<file path="src/rtl/me_control.sv">
// Full-search motion-estimation sequencer: walks every candidate, drives PE clears/ready strobes and pixel addresses.
// Latency: all outputs registered; 1 INIT cycle + NUM_ROWS*(BLK*BLK+NUM_PE) RUN cycles per search, o_done one cycle after.
// Backpressure: none; i_start is sampled only in IDLE/HOLD. Optional abort input is enabled by macro ME_CTRL_ABORT_EN.
module me_control #(
  parameter int NUM_PE   = 16,
  parameter int NUM_ROWS = 16,
  parameter int BLK      = 16,
  parameter int ADDR_R_W = 8,
  parameter int ADDR_S_W = 10
) (
  input  logic                i_clk,
  input  logic                i_rst,
`ifdef ME_CTRL_ABORT_EN
  input  logic                i_abort,
`endif
  input  logic                i_start,
  output logic                o_busy,
  output logic                o_done,
  output logic                o_CompStart,
  output logic [NUM_PE-1:0]   o_PEclr,
  output logic [NUM_PE-1:0]   o_PEready,
  output logic [7:0]          o_vectorX,
  output logic [7:0]          o_vectorY,
  output logic [ADDR_R_W-1:0] o_AddressR,
  output logic [ADDR_S_W-1:0] o_AddressS
);

  // Pixels per candidate, row length including the PE drain, and search window row width.
  localparam int NPIX = BLK * BLK;
  localparam int L    = NPIX + NUM_PE;
  localparam int SW   = BLK + NUM_PE - 1;
  localparam int TW   = $clog2(L);
  localparam int YW   = (NUM_ROWS > 1) ? $clog2(NUM_ROWS) : 1;

  typedef enum logic [2:0] {
    IDLE,
    INIT,
    RUN,
    DONE,
    HOLD
  } state_t;

  state_t        state;
  state_t        nextState;
  logic [TW-1:0] t;
  logic [TW-1:0] nextT;
  logic [YW-1:0] y;
  logic [YW-1:0] nextY;
  logic          abortReq;

  int nTi;
  int nYi;

  logic [NUM_PE-1:0]   clrNext;
  logic [NUM_PE-1:0]   readyNext;
  logic [7:0]          vxNext;
  logic [7:0]          vyNext;
  logic [ADDR_R_W-1:0] addrRNext;
  logic [ADDR_S_W-1:0] addrSNext;

`ifdef ME_CTRL_ABORT_EN
  assign abortReq = i_abort;
`else
  assign abortReq = 1'b0;
`endif

  assign nTi = int'(nextT);
  assign nYi = int'(nextY);

  // Next state and next candidate position (row y, row-time t).
  always_comb begin
    nextState = state;
    nextT     = '0;
    nextY     = '0;
    case (state)
      IDLE: begin
        if (i_start) nextState = INIT;
      end
      INIT: begin
        // Counters are already zero here; the first RUN cycle is (0,0).
        if (abortReq) nextState = IDLE;
        else          nextState = RUN;
      end
      RUN: begin
        if (abortReq) begin
          nextState = IDLE;
        end else if (t == TW'(L - 1)) begin
          if (y == YW'(NUM_ROWS - 1)) begin
            nextState = DONE;
          end else begin
            nextY = y + YW'(1);
          end
        end else begin
          nextT = t + TW'(1);
          nextY = y;
        end
      end
      DONE: begin
        nextState = HOLD;
      end
      HOLD: begin
        // Abort wins over start here: the held comparator result is kept.
        if (i_start && !abortReq) nextState = INIT;
      end
      default: begin
        nextState = IDLE;
      end
    endcase
  end

  // Datapath strobes, candidate vector and addresses for the upcoming RUN position.
  always_comb begin
    clrNext   = '0;
    readyNext = '0;
    vxNext    = '0;
    vyNext    = '0;
    addrRNext = '0;
    addrSNext = '0;
    if (nextState == RUN) begin
      // PE k starts its accumulation window at t==k.
      if (nTi < NUM_PE) clrNext = NUM_PE'(1) << nTi;
      if (nTi < NPIX) begin
        addrRNext = ADDR_R_W'(nTi);
        addrSNext = ADDR_S_W'((nYi + nTi / BLK) * SW + nTi % BLK);
      end else begin
        // Drain: PE k finishes k cycles after the last reference pixel.
        readyNext = NUM_PE'(1) << (nTi - NPIX);
        vxNext    = 8'(nTi - NPIX - NUM_PE / 2);
        vyNext    = 8'(nYi - NUM_ROWS / 2);
      end
    end
  end

  // State, counters and every output register; outputs reflect the state being entered.
  always_ff @(posedge i_clk or posedge i_rst) begin
    if (i_rst) begin
      state       <= IDLE;
      t           <= '0;
      y           <= '0;
      o_busy      <= 1'b0;
      o_done      <= 1'b0;
      o_CompStart <= 1'b0;
      o_PEclr     <= '0;
      o_PEready   <= '0;
      o_vectorX   <= '0;
      o_vectorY   <= '0;
      o_AddressR  <= '0;
      o_AddressS  <= '0;
    end else begin
      state       <= nextState;
      t           <= nextT;
      y           <= nextY;
      o_busy      <= (nextState == INIT) || (nextState == RUN);
      o_done      <= (nextState == DONE);
      // Comparator is cleared only during INIT so its result survives DONE and HOLD.
      o_CompStart <= (nextState == RUN) || (nextState == DONE) || (nextState == HOLD);
      o_PEclr     <= clrNext;
      o_PEready   <= readyNext;
      o_vectorX   <= vxNext;
      o_vectorY   <= vyNext;
      o_AddressR  <= addrRNext;
      o_AddressS  <= addrSNext;
    end
  end

endmodule

</file>
<file path="config.mk">
export PLATFORM = sky130hd
export DESIGN_NAME = me_control
export DESIGN_NICKNAME = d
export VERILOG_FILES = /design/src/rtl/me_control.sv
export SDC_FILE = /design/constraint.sdc
export NUM_CORES = 1
export LEC_CHECK = 0
export ABC_AREA = 1
export BUFFER_PORTS_ARGS = -buffer_cell sky130_fd_sc_hd__buf_2
export CAP_MARGIN = 20
export CELL_PAD_IN_SITES_DETAIL_PLACEMENT = 0
export CELL_PAD_IN_SITES_GLOBAL_PLACEMENT = 2
export CORE_ASPECT_RATIO = 1.4
export CORE_MARGIN = 5
export CORE_UTILIZATION = 38
export DETAILED_ROUTE_END_ITERATION = 10
export GPL_ROUTABILITY_DRIVEN = 1
export GPL_TIMING_DRIVEN = 1
export PLACE_DENSITY = 0.92
export SETUP_SLACK_MARGIN = 0.02
export SLEW_MARGIN = 10
export SYNTH_ARGS = -nofsm -noshare
export SYNTH_HDL_FRONTEND = slang
export SYNTH_SLANG_ARGS = --single-unit
</file>
<file path="constraint.sdc">
create_clock -name i_clk -period 12.1 [get_ports i_clk]
set_input_delay 0 -clock i_clk [delete_from_list [all_inputs] [get_ports i_clk]]
set_output_delay 0 -clock i_clk [all_outputs]
set_load 0.03 [all_outputs]
</file>
-- Word level (Yosys, flattened, before mapping)
Cells that the tools add are included.
- logic and storage cells: 60
- input bits: 3
- flip-flop bits (word level): 85
- output and inout port bits: 69
- shift-type cells: 2
- add/sub/neg operators: 7
- order comparisons: 2
- mux-type cells: 21
- equality and inequality tests: 10
- reduce and logical (&&, ||, !) cells: 5
- $mul: 1
- operator list (cell ; number):
    two-way mux 16 bit ; 4
    two-way mux 8 bit ; 6
    << shifter 1 x 32 -> 16 bit (first input constant) ; 1
    two-way mux 10 bit ; 2
    two-way mux 9 bit ; 2
    << shifter 1 x 9 -> 16 bit (first input constant) ; 1
    == test 3 x 2 -> 1 bit (second input constant) ; 4
    two-way mux 4 bit ; 3
    one-hot mux 3 bit (4 select lines) ; 1
    adder 10 x 4 -> 10 bit ; 1
    multiplier 6 x 5 -> 10 bit (second input constant) ; 1
    subtractor 9 x 9 -> 10 bit (second input constant) ; 1
    adder 9 x 1 -> 9 bit (second input constant) ; 1
    == test 9 bit (second input constant) ; 1
    less-than comparator 9 x 5 -> 1 bit (second input constant) ; 1
    less-than comparator 9 bit (second input constant) ; 1
    two-way mux 3 bit ; 3
    subtractor 8 x 5 -> 8 bit (second input constant) ; 1
    adder 4 x 5 -> 6 bit ; 1
    == test 3 x 1 -> 1 bit (second input constant) ; 2
    == test 3 bit (second input constant) ; 2
    subtractor 4 x 4 -> 5 bit (second input constant) ; 1
    adder 4 x 1 -> 4 bit (second input constant) ; 1
    == test 4 bit (second input constant) ; 1
    3 further kinds ; 5

-- Longest topological paths before layout
Gate-level depths: netlist of the first run.
- word-level depth: 9
- gate-level depth with buffers: 31
- mapped depth without buffers: 31

-- Worst setup path after synthesis of the first run
Ideal clock, no wire load.
- kind: reg-to-reg
- from: register t[0]
- to: register o_AddressS[8]
- slack: 6.973 ns
- setup time: 0.119 ns
- stages on the path, launching flop included: 24
- arrival time: 5.008 ns
- required time: 11.981 ns
- path through: dfrtp_1 ha_1 nand3_2 nor2_2 nor2_4 inv_2 or2_1 buf_2 inv_1 ha_1 fa_1 xor2_1 fa_1 fa_1 inv_1 fa_1 inv_1 ha_1 a31oi_1 nor2_1 o21ai_0 nand2_1 xnor2_1 nor2_1
- word-level cells in the longest chain between the ends: 8
- elaborated cells on any way between the ends: 15
- classes of those cells: add/sub (3); mul (1); order compare (1); eq/ne (2); mux (8)
- RTL lines (element ; RTL line ; RTL):
    start: declaration ; 45 ; logic [TW-1:0] t;
    start signal: assignment ; 151 ; t <= nextT;
    adder 9 x 1 -> 9 bit / == test 9 bit (equally long branches) ; 94, 87 ;
    two-way mux 9 bit (*) ; 87 ; end else if (t == TW'(L - 1)) begin
    two-way mux 9 bit (*) ; 75 ; case (state)
    net nextT[4] ; 46 ; logic [TW-1:0] nextT;
    adder 4 x 5 -> 6 bit ; 124 ; addrSNext = ADDR_S_W'((nYi + nTi / BLK) * SW + nTi % BLK);
    multiplier 6 x 5 -> 10 bit ; 124 ;
    adder 10 x 4 -> 10 bit ; 124 ;
    two-way mux 10 bit (*) ; 122 ; if (nTi < NPIX) begin
    two-way mux 10 bit (*) ; 119 ; if (nextState == RUN) begin
    net addrSNext[8] ; 59 ; logic [ADDR_S_W-1:0] addrSNext;
    end signal: assignment ; 162 ; o_AddressS <= addrSNext;
    end: declaration ; 25 ; output logic [ADDR_S_W-1:0] o_AddressS
Mark *: on every way through the listed nets, which the timed path passes. The rest lies on a longest branch.

-- Final worst setup path of the first run
Same ends and word-level chain as after synthesis.

==> results of run 1 <==
area by class of cell:
| type | count | area share [%] |
|---|---|---|
| clock inverters | 6 | 1.48 |
| clock buffers | 10 | 4.89 |
| well taps | 138 | 3.53 |
| inverters | 62 | 4.78 |
| multi-input cells | 257 | 35.5 |
| flip-flops and latches | 81 | 41.4 |
| repair buffers | 75 | 8.39 |
per-layer routing:
| metal | GRT usage [%] | share of wire [%] |
|---|---|---|
| met2 | 25.4 | 54 |
| met5 | 0 | 0 |
| met1 | 14.6 | 38 |
| met4 | 6.17 | 2.3 |
| met3 | 3.02 | 4.8 |
path summary, 6_finish.rpt:
check,end,start,slack (ps)
setup / recovery,o_AddressS[8]$_DFF_PP0_,t[0]$_DFF_PP0_,6500
hold / removal,o_done$_DFF_PP0_,i_rst,280
setup reg to reg,o_AddressS[8]$_DFF_PP0_,t[0]$_DFF_PP0_,6500
hold reg to reg,state[2]$_DFF_PP0_,state[2]$_DFF_PP0_,490
max in group asynchronous,o_PEready[12]$_DFF_PP0_,i_rst,11250
min in group i_clk,o_busy$_DFF_PP0_,i_start,420
cell families after synthesis:
| group | Yosys count | synth area share, % |
|---|---|---|
| buf+inv | 70 | 6.99 |
| fa+ha+maj | 40 | 14.4 |
| compound gates | 29 | 3.96 |
| flops | 81 | 50.1 |
| xor+xnor | 16 | 3.46 |
| simple gates | 172 | 21.1 |
worst max-delay path, cell delays in order (launching register included):
cell and delay, ps:
sky130_fd_sc_hd__dfrtp_1 430, sky130_fd_sc_hd__ha_1 230, sky130_fd_sc_hd__nand3_2 130, sky130_fd_sc_hd__nor2_2 300, sky130_fd_sc_hd__nor2_4 90, sky130_fd_sc_hd__inv_2 70
sky130_fd_sc_hd__or2_1 290, sky130_fd_sc_hd__inv_1 140, sky130_fd_sc_hd__ha_1 260, sky130_fd_sc_hd__fa_1 410, sky130_fd_sc_hd__xor2_1 460, sky130_fd_sc_hd__ha_1 350
sky130_fd_sc_hd__xor2_1 170, sky130_fd_sc_hd__ha_1 340, sky130_fd_sc_hd__xnor2_1 150, sky130_fd_sc_hd__fa_1 510, sky130_fd_sc_hd__inv_1 40, sky130_fd_sc_hd__ha_1 340
sky130_fd_sc_hd__nand2_1 90, sky130_fd_sc_hd__nand2_1 50, sky130_fd_sc_hd__a31oi_1 180, sky130_fd_sc_hd__nor2_1 70, sky130_fd_sc_hd__o21ai_0 150, sky130_fd_sc_hd__nand2_1 80
sky130_fd_sc_hd__xnor2_1 130, sky130_fd_sc_hd__nor2_1 50
report_power, final:
| part | switching [mW] | internal [mW] |
|---|---|---|
| logic | 0.0865 | 0.0293 |
| clock network | 0.109 | 0.168 |
| registers | 0.00819 | 0.286 |
| total | 0.204 | 0.484 |
cells in the mapped netlist (5+ instances only):
master / count / share of area, %
sky130_fd_sc_hd__nand3_1: 16 / 2.0
sky130_fd_sc_hd__a21oi_1: 13 / 1.6
sky130_fd_sc_hd__nor3_1: 5 / 0.62
sky130_fd_sc_hd__inv_2: 5 / 0.46
sky130_fd_sc_hd__nor2_1: 70 / 6.5
sky130_fd_sc_hd__xor2_1: 12 / 2.6
sky130_fd_sc_hd__fa_1: 11 / 5.4
sky130_fd_sc_hd__nand4_1: 14 / 2.2
sky130_fd_sc_hd__inv_1: 54 / 5.0
sky130_fd_sc_hd__o21ai_0: 10 / 1.2
sky130_fd_sc_hd__buf_4: 5 / 0.93
sky130_fd_sc_hd__dfrtp_1: 81 / 50
sky130_fd_sc_hd__nand3_2: 5 / 1.2
sky130_fd_sc_hd__ha_1: 29 / 9.0
sky130_fd_sc_hd__nand2_1: 40 / 3.7
stage by stage:
stage / total power [mW] / area (µm²) / util (%) / setup slack (ps)
after global routing: 0.723 / 4890 / 47.0 / 5970
after detailed placement: 0.416 / 4530 / 43.6 / 6480
final: 0.688 / 4890 / 47.0 / 6500
after CTS: 0.697 / 4850 / 46.6 / 6460
after floorplan: 0.382 / 4050 / - / 6970
after global placement: 0.415 / 4530 / 43.6 / 6630
registers in the layout (all words and copies together), names as in the netlist:
signal	cells
o_AddressR	8
o_AddressS	10
o_CompStart	1
o_PEclr	16
o_PEready	16
o_busy	1
o_done	1
o_vectorX	8
o_vectorY	4
state	3
t	9
y	4
repair_timing:
item	CTS	global route
endpoints found under the setup margin	0	0
hold endpoints to repair	3	26
hold buffers	1	1
==> results.md, run 1 <==
* Wire length of the first global-routing pass at 14100 µm
* Antenna diode instance count at 0
* Total overflow reported by the global router at 0
* Ys async rst share at 100%
* Average wire per standard cell at 13.0 µm
* Slew at the pin with the worst max-slew slack at 563 ps
* Count of nets left with antenna violations after detail routing at 0
* Max clock buf depth at 2
* Type of element launching the critical path: register
* # fillers at 1002
* Setup repair bufs after CTS at 0
* Clk sink count at 81
* Shortest clock period the worst path allows after layout at 5600 ps
* Number of standard cells in the final layout excluding fillers at 629
* Number of placement rows at 44
* Ratio of final minimum period to clock period at 46.3%
* Area used by sequential logic in the layout at 2030 µm²
* Clk slew on worst S/H paths at 60 ps
* Core footprint at 10400 µm²
* Number of vias in the routed layout at 2890
* Placer Congestion at 0.818
* Via count of the first global-routing pass at 2962
* TritonCTS Buffers at 9
* Largest net degree at the start of global routing at 82
* Min Hold Slack at 276 ps
* Overall die height at 132 µm
* Proportion of synthesized chip area in sequential cells at 50.1%
* Number of library cell types mapped by synthesis at 38
* Predominant post-synthesis flop cell: sky130_fd_sc_hd__dfrtp_1
* Max_slew headroom at 62.2%
* Highest ir drop seen on vdd at 64.8 µV
* Area used by multi-input combinational logic at 1740 µm²
* Max Cap Viol at 0
* Critical path arrival at 5830 ps
* Min-delay worst type: input port to async pin
* Total track usage at 13.7%
* Inst Count DP at 610
* Highest attainable clock frequency at 179 MHz
* CP required at 12330 ps
* Number of instances in the synthesized netlist at 408
* CTS tree: built
* Final sum of negative setup slack at 0 ps
* Number of nets produced by synthesis at 451
* Leading cell types in the layout, fill and taps excluded: 81 x sky130_fd_sc_hd__dfrtp_1, 71 x sky130_fd_sc_hd__buf_2, 70 x sky130_fd_sc_hd__nor2_1, 53 x sky130_fd_sc_hd__inv_1, 40 x sky130_fd_sc_hd__nand2_1
* Pleak at 2.80 nW
* Post-DP HPWL at 6360 µm
* Max Fanout on Critical Path at 7
* Total DRC errors in the routed layout at 0
* Ratio of cells with drive above 1 in the final layout at 23.2%
* Number of gates resized after CTS at 0
* Warnings, synthesis at 0
* Number of register bits inferred by synthesis at 81
* Starting density of the core at 38.9%
* Synthesized cell area at 4050 µm²
* Count of final hold-check violations at 0
* Port Buffer Count at 71
* Outcome: completed
* Number of enable flip-flop cells after synthesis at 0
* First drt pass iteration count at 4
* Synthesized area divided by synthesized cell count at 9.91 µm²
* Width of the die at 97.2 µm
* Final number of setup-violating endpoints at 0
* Depth of the worst register-to-register path at 25
* Type of the worst setup path: register to register
* Cell area power density at 141 nW/µm²
* Number of antenna violations at the first check in global routing at 0
* Post-route clock skew at 8.99 ps
* Number of nets in the layout at 529
* Commonest non-fill, non-tap cell in the layout: sky130_fd_sc_hd__dfrtp_1
* Clock tree root driver cell: sky130_fd_sc_hd__clkbuf_16
* Clock latency on the worst-skew pair at 330 ps
* Vias per cell at 4.59
* Depth of the CTS H-tree at 3
* Growth of design area from synthesis to finish at 20.9%
* RSZ-0062 raised after global routing: false
* Type of element capturing the critical path: register
* Total count of max-transition violations in the final report at 0
* Wire length after detailed routing at 8190 µm
* Count of boundary I/O pins at 72
* DRC marker count from the first detailed-route iteration at 116
* Area of the die at 12800 µm²
No activity file was read; power rests on OpenSTA's default activity.
==> run 2: changes to the inputs <==
--- a/config.mk
+++ b/config.mk
@@ -12,11 +12,11 @@
 export CELL_PAD_IN_SITES_GLOBAL_PLACEMENT = 2
 export CORE_ASPECT_RATIO = 1.4
 export CORE_MARGIN = 5
-export CORE_UTILIZATION = 38
+export CORE_UTILIZATION = 35
 export DETAILED_ROUTE_END_ITERATION = 10
 export GPL_ROUTABILITY_DRIVEN = 1
 export GPL_TIMING_DRIVEN = 1
-export PLACE_DENSITY = 0.92
+export PLACE_DENSITY = 0.86
 export SETUP_SLACK_MARGIN = 0.02
 export SLEW_MARGIN = 10
 export SYNTH_ARGS = -nofsm -noshare
==> constraint.sdc (replaced) <==
create_clock -name i_clk -period 5.5 [get_ports i_clk]
set_input_delay 0 -clock i_clk [delete_from_list [all_inputs] [get_ports i_clk]]
set_output_delay 0 -clock i_clk [all_outputs]
set_load 0.03 [all_outputs]
==> run 2 against run 1 <==
  * Clock power up 90%
  * Design area is 0.13% higher
  * Largest cell class unchanged
  * Largest power group unchanged
  * Hold slack worse by 29 ps
  * Non-clock buffer count up 4
  * First-iteration DRC count down 28%
  * Power rose by 110%
  * Sequential power increased by 120%
  * Utilization is 3.8 points lower
  * Register-to-register slack lost 6100 ps
==> results.md, run 2 (synthesis results as in run 1) <==
* Outcome: completed
* Post-DP HPWL at 6610 µm
* Critical path arrival at 5280 ps
* Count of boundary I/O pins at 72
* Starting density of the core at 35.7%
* Type of element launching the critical path: register
* Termination of the worst setup path: o_AddressS[8]$_DFF_PP0_
* First drt pass iteration count at 4
* Area used by multi-input combinational logic at 1750 µm²
* Clock tree root driver cell: sky130_fd_sc_hd__clkbuf_16
* Number of nets in the layout at 533
* Post-route clock skew at 8.84 ps
* Count of nets left with antenna violations after detail routing at 0
* Placer Congestion at 0.787
* Number of antenna violations at the first check in global routing at 0
* Final sum of negative setup slack at 0 ps
* Vias per cell at 4.56
* Biggest regs: o_PEclr (16), o_PEready (16), o_AddressS (10)
* Pleak at 2.78 nW
* Leading cell types in the layout, fill and taps excluded: 81 x sky130_fd_sc_hd__dfrtp_1, 71 x sky130_fd_sc_hd__buf_2, 69 x sky130_fd_sc_hd__nor2_1, 53 x sky130_fd_sc_hd__inv_1, 40 x sky130_fd_sc_hd__nand2_1
* DRC marker count from the first detailed-route iteration at 84
* Clock latency on the worst-skew pair at 330 ps
* Max_slew headroom at 66.4%
* Highest ir drop seen on vdd at 118 µV
* Width of the die at 101 µm
* Number of vias in the routed layout at 2916
* Via count of the first global-routing pass at 3006
* Total count of max-transition violations in the final report at 0
* End of the worst register-to-register path: o_AddressS[8]$_DFF_PP0_
* Commonest non-fill, non-tap cell in the layout: sky130_fd_sc_hd__dfrtp_1
* Cell area power density at 292 nW/µm²
* Wire length of the first global-routing pass at 14300 µm
* CP required at 5730 ps
* Ratio of final minimum period to clock period at 91.8%
* Clk slew on worst S/H paths at 60 ps
* Slew at the pin with the worst max-slew slack at 502 ps
* Shortest clock period the worst path allows after layout at 5050 ps
* Final number of setup-violating endpoints at 0
* Growth of design area from synthesis to finish at 21.1%
* Type of the worst setup path: register to register
* Depth of the CTS H-tree at 3
* Type of element capturing the critical path: register
* Total non-filler cell area in the finished layout at 4900 µm²
* Total DRC errors in the routed layout at 0
* Number of placement rows at 46
* Minimum setup slack among reg-to-reg paths at 450 ps
* Overall power at 1.43 mW
* Source of the critical timing path: t[0]$_DFF_PP0_
* Total overflow reported by the global router at 0
* Antenna diode instance count at 0
* Clk sink count at 81
* Area of the die at 13800 µm²
* Depth of the worst register-to-register path at 23
* Crit Reg-Reg Startpoint: t[0]$_DFF_PP0_
* Wire length after detailed routing at 8600 µm
* RSZ-0062 raised after global routing: false
* Largest net degree at the start of global routing at 82
* Max Cap Viol at 0
* Min-delay worst type: input port to async pin
* Overall die height at 137 µm
* CTS tree: built
* Core footprint at 11300 µm²
* Ratio of cells with drive above 1 in the final layout at 23.8%
* Post-Place Cell Area at 4560 µm²
* Port Buffer Count at 71
* Area used by sequential logic in the layout at 2030 µm²
* Average wire per standard cell at 13.5 µm
* Max clock buf depth at 2
* # fillers at 1102
* Highest attainable clock frequency at 198 MHz
* Max Fanout on Critical Path at 7
* Count of final hold-check violations at 0
* Total track usage at 13.4%
* TritonCTS Buffers at 9
## run 2: changes by cell type in the layout (fill, tap and decap cells not counted), moves of 2 or more
cell                         before  now
sky130_fd_sc_hd__buf_4            1    5
sky130_fd_sc_hd__clkinvlp_4       0    3
sky130_fd_sc_hd__clkbuf_1         0    2
sky130_fd_sc_hd__inv_6            2    0
## run 2: cell type report
cell class	count	share of cell area [%]
multi-input combinational	257	35.7
sequential	81	41.4
clock inverter	5	0.664
tap	144	3.68
clock buffer	11	4.75
inverter	62	4.78
timing repair buffer	79	8.99
## run 2: power breakdown
| part | switching (mW) | internal, mW | total, mW | leakage (nW) |
|---|---|---|---|---|
| Sequential | 0.0173 | 0.630 | 0.647 | 1.12 |
| Clock | 0.225 | 0.304 | 0.529 | 0.122 |
| Combinational | 0.190 | 0.0645 | 0.255 | 1.54 |
| Total | 0.433 | 0.998 | 1.43 | 2.78 |
## run 2: worst min path at each step
stage | endpoint | slack [ps]
2_1_floorplan | o_busy$_DFF_PP0_ | 110
3_3_place_gp | o_busy$_DFF_PP0_ | 230
3_5_place_dp | o_busy$_DFF_PP0_ | 230
4_1_cts | o_AddressR[6]$_DFF_PP0_ | 10
5_1_grt | o_AddressR[6]$_DFF_PP0_ | 300
6_report | o_AddressR[6]$_DFF_PP0_ | 250
## run 2: per-layer routing
metal / track usage (%) / wire length (µm) / vias to the layer above
li1: - / - / 1463
met1: 14.3 / 3310 / 1385
met2: 24.9 / 4670 / 52
met3: 2.48 / 364 / 16
met4: 6.67 / 255 / 0
met5: 0 / 0 / -
## run 2: metrics by stage
step / instances / utilization [%] / worst slack (ps) / hold WS, ps
floorplan: 408 / - / 373 / 114
global placement: 619 / 40.2 / 306 / 226
detailed placement: 619 / 40.2 / 285 / 228
CTS: 636 / 42.7 / 272 / 12.5
global route: 639 / 43.2 / 61.2 / 299
finish: 639 / 43.2 / 451 / 247
## run 2: timing repair
item | in CTS | in global routing
endpoints found under the setup margin | 0 | 4
setup buffers | 0 | 1
hold buffers | 1 | 1
gates resized for setup | 0 | 3
hold endpoints to repair | 3 | 21
## run 2: critical path, cell delays in order (launching register included)
cell and delay (ps):
sky130_fd_sc_hd__dfrtp_1 420, sky130_fd_sc_hd__ha_1 220, sky130_fd_sc_hd__nand3_2 140, sky130_fd_sc_hd__nor2_4 210, sky130_fd_sc_hd__nor2_4 80, sky130_fd_sc_hd__inv_2 60
sky130_fd_sc_hd__or2_1 110, sky130_fd_sc_hd__inv_1 70, sky130_fd_sc_hd__ha_1 230, sky130_fd_sc_hd__fa_1 410, sky130_fd_sc_hd__xor2_1 160, sky130_fd_sc_hd__buf_4 170
sky130_fd_sc_hd__fa_1 490, sky130_fd_sc_hd__fa_1 500, sky130_fd_sc_hd__inv_1 60, sky130_fd_sc_hd__fa_1 530, sky130_fd_sc_hd__inv_1 40, sky130_fd_sc_hd__ha_1 340
sky130_fd_sc_hd__a31oi_1 230, sky130_fd_sc_hd__nor2_1 80, sky130_fd_sc_hd__o21ai_0 140, sky130_fd_sc_hd__nand2_1 80, sky130_fd_sc_hd__xnor2_1 130, sky130_fd_sc_hd__nor2_1 50
==> run 3: changes to the inputs <==
--- a/config.mk
+++ b/config.mk
@@ -5,18 +5,17 @@
 export SDC_FILE = /design/constraint.sdc
 export NUM_CORES = 1
 export LEC_CHECK = 0
-export ABC_AREA = 1
 export BUFFER_PORTS_ARGS = -buffer_cell sky130_fd_sc_hd__buf_2
 export CAP_MARGIN = 20
 export CELL_PAD_IN_SITES_DETAIL_PLACEMENT = 0
 export CELL_PAD_IN_SITES_GLOBAL_PLACEMENT = 2
 export CORE_ASPECT_RATIO = 1.4
 export CORE_MARGIN = 5
-export CORE_UTILIZATION = 35
+export CORE_UTILIZATION = 36
 export DETAILED_ROUTE_END_ITERATION = 10
 export GPL_ROUTABILITY_DRIVEN = 1
 export GPL_TIMING_DRIVEN = 1
-export PLACE_DENSITY = 0.86
+export PLACE_DENSITY = 0.85
 export SETUP_SLACK_MARGIN = 0.02
 export SLEW_MARGIN = 10
 export SYNTH_ARGS = -nofsm -noshare
==> run 3 against run 2 <==
  * Design area is 14% higher
  * Register-to-register slack worse by 290 ps
  * Clock skew hardly changed
==> results.md, run 3 <==
* Max Cap Viol at 0
* Leading cell types in the layout, fill and taps excluded: 80 x sky130_fd_sc_hd__dfrtp_1, 71 x sky130_fd_sc_hd__buf_2, 61 x sky130_fd_sc_hd__nor2_1, 47 x sky130_fd_sc_hd__buf_4, 24 x sky130_fd_sc_hd__inv_1
* Number of standard cells in the final layout excluding fillers at 649
* Synthesized cell area at 4130 µm²
* CP required at 5770 ps
* Number of register bits inferred by synthesis at 81
* Outcome: completed
* Type of element launching the critical path: register
* Pleak at 2.92 nW
* Count of final hold-check violations at 0
* Termination of the worst setup path: o_AddressS[9]$_DFF_PP0_
* Clock latency on the worst-skew pair at 340 ps
* Depth of the CTS H-tree at 3
* Area contributors post-synth: sky130_fd_sc_hd__dfrtp_1 49%, sky130_fd_sc_hd__ha_1 8.8%, sky130_fd_sc_hd__nor2_1 6.0%
* Total count of max-transition violations in the final report at 0
* Count of boundary I/O pins at 72
* Number of placement rows at 46
* Ratio of cells with drive above 1 in the final layout at 39.2%
* Clock tree root driver cell: sky130_fd_sc_hd__clkbuf_16
* Fraction of post-synthesis cell area in the top cell type by area at 49.1%
* Final number of setup-violating endpoints at 0
* Total track usage at 15.4%
* Min Hold Slack at 254 ps
* Clk slew on worst S/H paths at 60 ps
* Number of nets produced by synthesis at 418
* Proportion of synthesized chip area in sequential cells at 49.1%
* Post-Place Cell Area at 4950 µm²
* Depth of the worst register-to-register path at 21
* Wire length of the first global-routing pass at 16000 µm
* Area of the die at 13700 µm²
* Synthesized area divided by synthesized cell count at 11.0 µm²
* Growth of design area from synthesis to finish at 34.7%
* Antenna diode instance count at 0
* RSZ-0062 raised after global routing: true
* Width of the die at 101 µm
* Finished Core Util at 49.3%
* Starting density of the core at 36.6%
* Total DRC errors in the routed layout at 0
* Min-delay worst type: input port to async pin
* Inst Count DP at 619
* Total overflow reported by the global router at 0
* Overall power at 1.60 mW
* CTS tree: built
* Highest ir drop seen on vdd at 153 µV
* Ys async rst share at 100%
* Top cells by count, synth: 81 x sky130_fd_sc_hd__dfrtp_1, 66 x sky130_fd_sc_hd__nor2_1, 29 x sky130_fd_sc_hd__ha_1, 26 x sky130_fd_sc_hd__inv_1, 21 x sky130_fd_sc_hd__nand2_1
* Type of element capturing the critical path: register
* Via count of the first global-routing pass at 3194
* Number of antenna violations at the first check in global routing at 0
* Largest net degree at the start of global routing at 82
* Post-route clock skew at 8.53 ps
* Post-DP HPWL at 7650 µm
* Type of the worst setup path: register to register
* Predominant post-synthesis flop cell: sky130_fd_sc_hd__dfrtp_1
* Commonest non-fill, non-tap cell in the layout: sky130_fd_sc_hd__dfrtp_1
* Clk sink count at 81
* Number of instances in the synthesized netlist at 375
* Shortest clock period the worst path allows after layout at 5340 ps
* Max clock buf depth at 2
* Number of nets in the layout at 543
* Vias per cell at 4.77
* # fillers at 1049
* Max Fanout on Critical Path at 5
* Number of enable flip-flop cells after synthesis at 0
* Total non-filler cell area in the finished layout at 5570 µm²
* DRC marker count from the first detailed-route iteration at 74
* Average wire per standard cell at 15.4 µm
* First drt pass iteration count at 4
* Overall die height at 137 µm
* Source of the critical timing path: t[6]$_DFF_PP0_
* Critical path arrival at 5610 ps
* Biggest regs: o_PEclr (16), o_PEready (16), o_AddressS (10)
* Core footprint at 11300 µm²
* Largest area contributor in the synthesized netlist: sky130_fd_sc_hd__dfrtp_1
* Wire length after detailed routing at 10000 µm
* Port Buffer Count at 71
* TritonCTS Buffers at 9
* Most repeated cell in the gate-level netlist after synthesis: sky130_fd_sc_hd__dfrtp_1
* Number of vias in the routed layout at 3093
* Slew at the pin with the worst max-slew slack at 581 ps
* Placer Congestion at 0.868
* Number of library cell types mapped by synthesis at 60
* Minimum setup slack among reg-to-reg paths at 160 ps
* Max_slew headroom at 61.3%
* Ratio of final minimum period to clock period at 97.0%
* End of the worst register-to-register path: o_AddressS[9]$_DFF_PP0_
* Cell area power density at 288 nW/µm²
* Warnings, synthesis at 0
* Highest attainable clock frequency at 187 MHz
* Count of nets left with antenna violations after detail routing at 0
* Crit Reg-Reg Startpoint: t[6]$_DFF_PP0_
run 3: timing repair:
item	4_1_cts	5_1_grt
endpoints found under the setup margin	2	3
resized for setup	20	16
buffers inserted	8	3
pin swaps	17	19
endpoints found under the hold margin	4	23
hold buffers	1	1
run 3: layer usage:
layer	part of all wire, %	global-route usage [%]
met1	38	17.3
met2	54	27.8
met3	4.7	2.29
met4	3.4	8.09
met5	0	0
run 3: final cells by class:
class / instances / area, µm² / share of cell area, %
Multi-Input combinational cell: 259 / 2210 / 39.7
Sequential cell: 81 / 2030 / 36.4
Timing Repair Buffer: 122 / 767 / 13.8
Clock buffer: 9 / 225 / 4.05
Tap cell: 144 / 180 / 3.24
Inverter: 27 / 103 / 1.84
Clock inverter: 7 / 55.1 / 0.989
run 3: worst min path at each step:
| stage | cells after the start | slack [ps] | endpoint |
|---|---|---|---|
| after floorplan | 2 | 140 | state[0]$_DFF_PP0_ |
| after global placement | 3 | 260 | state[0]$_DFF_PP0_ |
| after detailed placement | 3 | 260 | state[0]$_DFF_PP0_ |
| after CTS | 3 | 10 | o_AddressS[7]$_DFF_PP0_ |
| after global routing | 4 | 290 | o_AddressS[7]$_DFF_PP0_ |
| final | 4 | 250 | o_vectorY[1]$_DFF_PP0_ |
run 3: stage by stage:
stage	TNS, ps	setup WS [ps]
after floorplan	0	28.8
after global placement	0	11.9
after detailed placement	-125	-108
after CTS	0	23.3
after global routing	-21.5	-21.5
final	0	163
run 3: kinds of logic (layout without fill, tap and decap cells):
kind of cell	count (synthesis)	after routing	synth area share (%)
buf+inv	35	165	4.00
simple gates	149	149	18.7
xor+xnor	20	20	4.24
compound gates	48	48	9.39
flops	81	81	49.1
fa+ha+maj	40	40	14.1
mux	2	2	0.515
run 3: power breakdown:
| group | leakage, nW | switching (mW) | internal (mW) |
|---|---|---|---|
| registers | 1.12 | 0.0241 | 0.635 |
| clock network | 0.121 | 0.251 | 0.308 |
| logic | 1.69 | 0.271 | 0.111 |
run 3: worst max-delay path: stages, from the launching register on:
cell	delay [ps]
sky130_fd_sc_hd__dfrtp_1	380
sky130_fd_sc_hd__or4b_4	570
sky130_fd_sc_hd__buf_4	160
sky130_fd_sc_hd__buf_4	140
sky130_fd_sc_hd__o21ai_4	160
sky130_fd_sc_hd__nor2_2	60
sky130_fd_sc_hd__buf_4	150
sky130_fd_sc_hd__fa_2	440
sky130_fd_sc_hd__xor2_2	180
sky130_fd_sc_hd__buf_6	140
sky130_fd_sc_hd__fa_1	460
sky130_fd_sc_hd__fa_1	490
sky130_fd_sc_hd__inv_1	50
sky130_fd_sc_hd__fa_1	540
sky130_fd_sc_hd__inv_1	60
sky130_fd_sc_hd__ha_4	260
sky130_fd_sc_hd__nand3_1	60
sky130_fd_sc_hd__o211ai_1	270
sky130_fd_sc_hd__o41ai_2	110
sky130_fd_sc_hd__xnor2_1	150
sky130_fd_sc_hd__a2111o_1	370
sky130_fd_sc_hd__o21ai_2	60
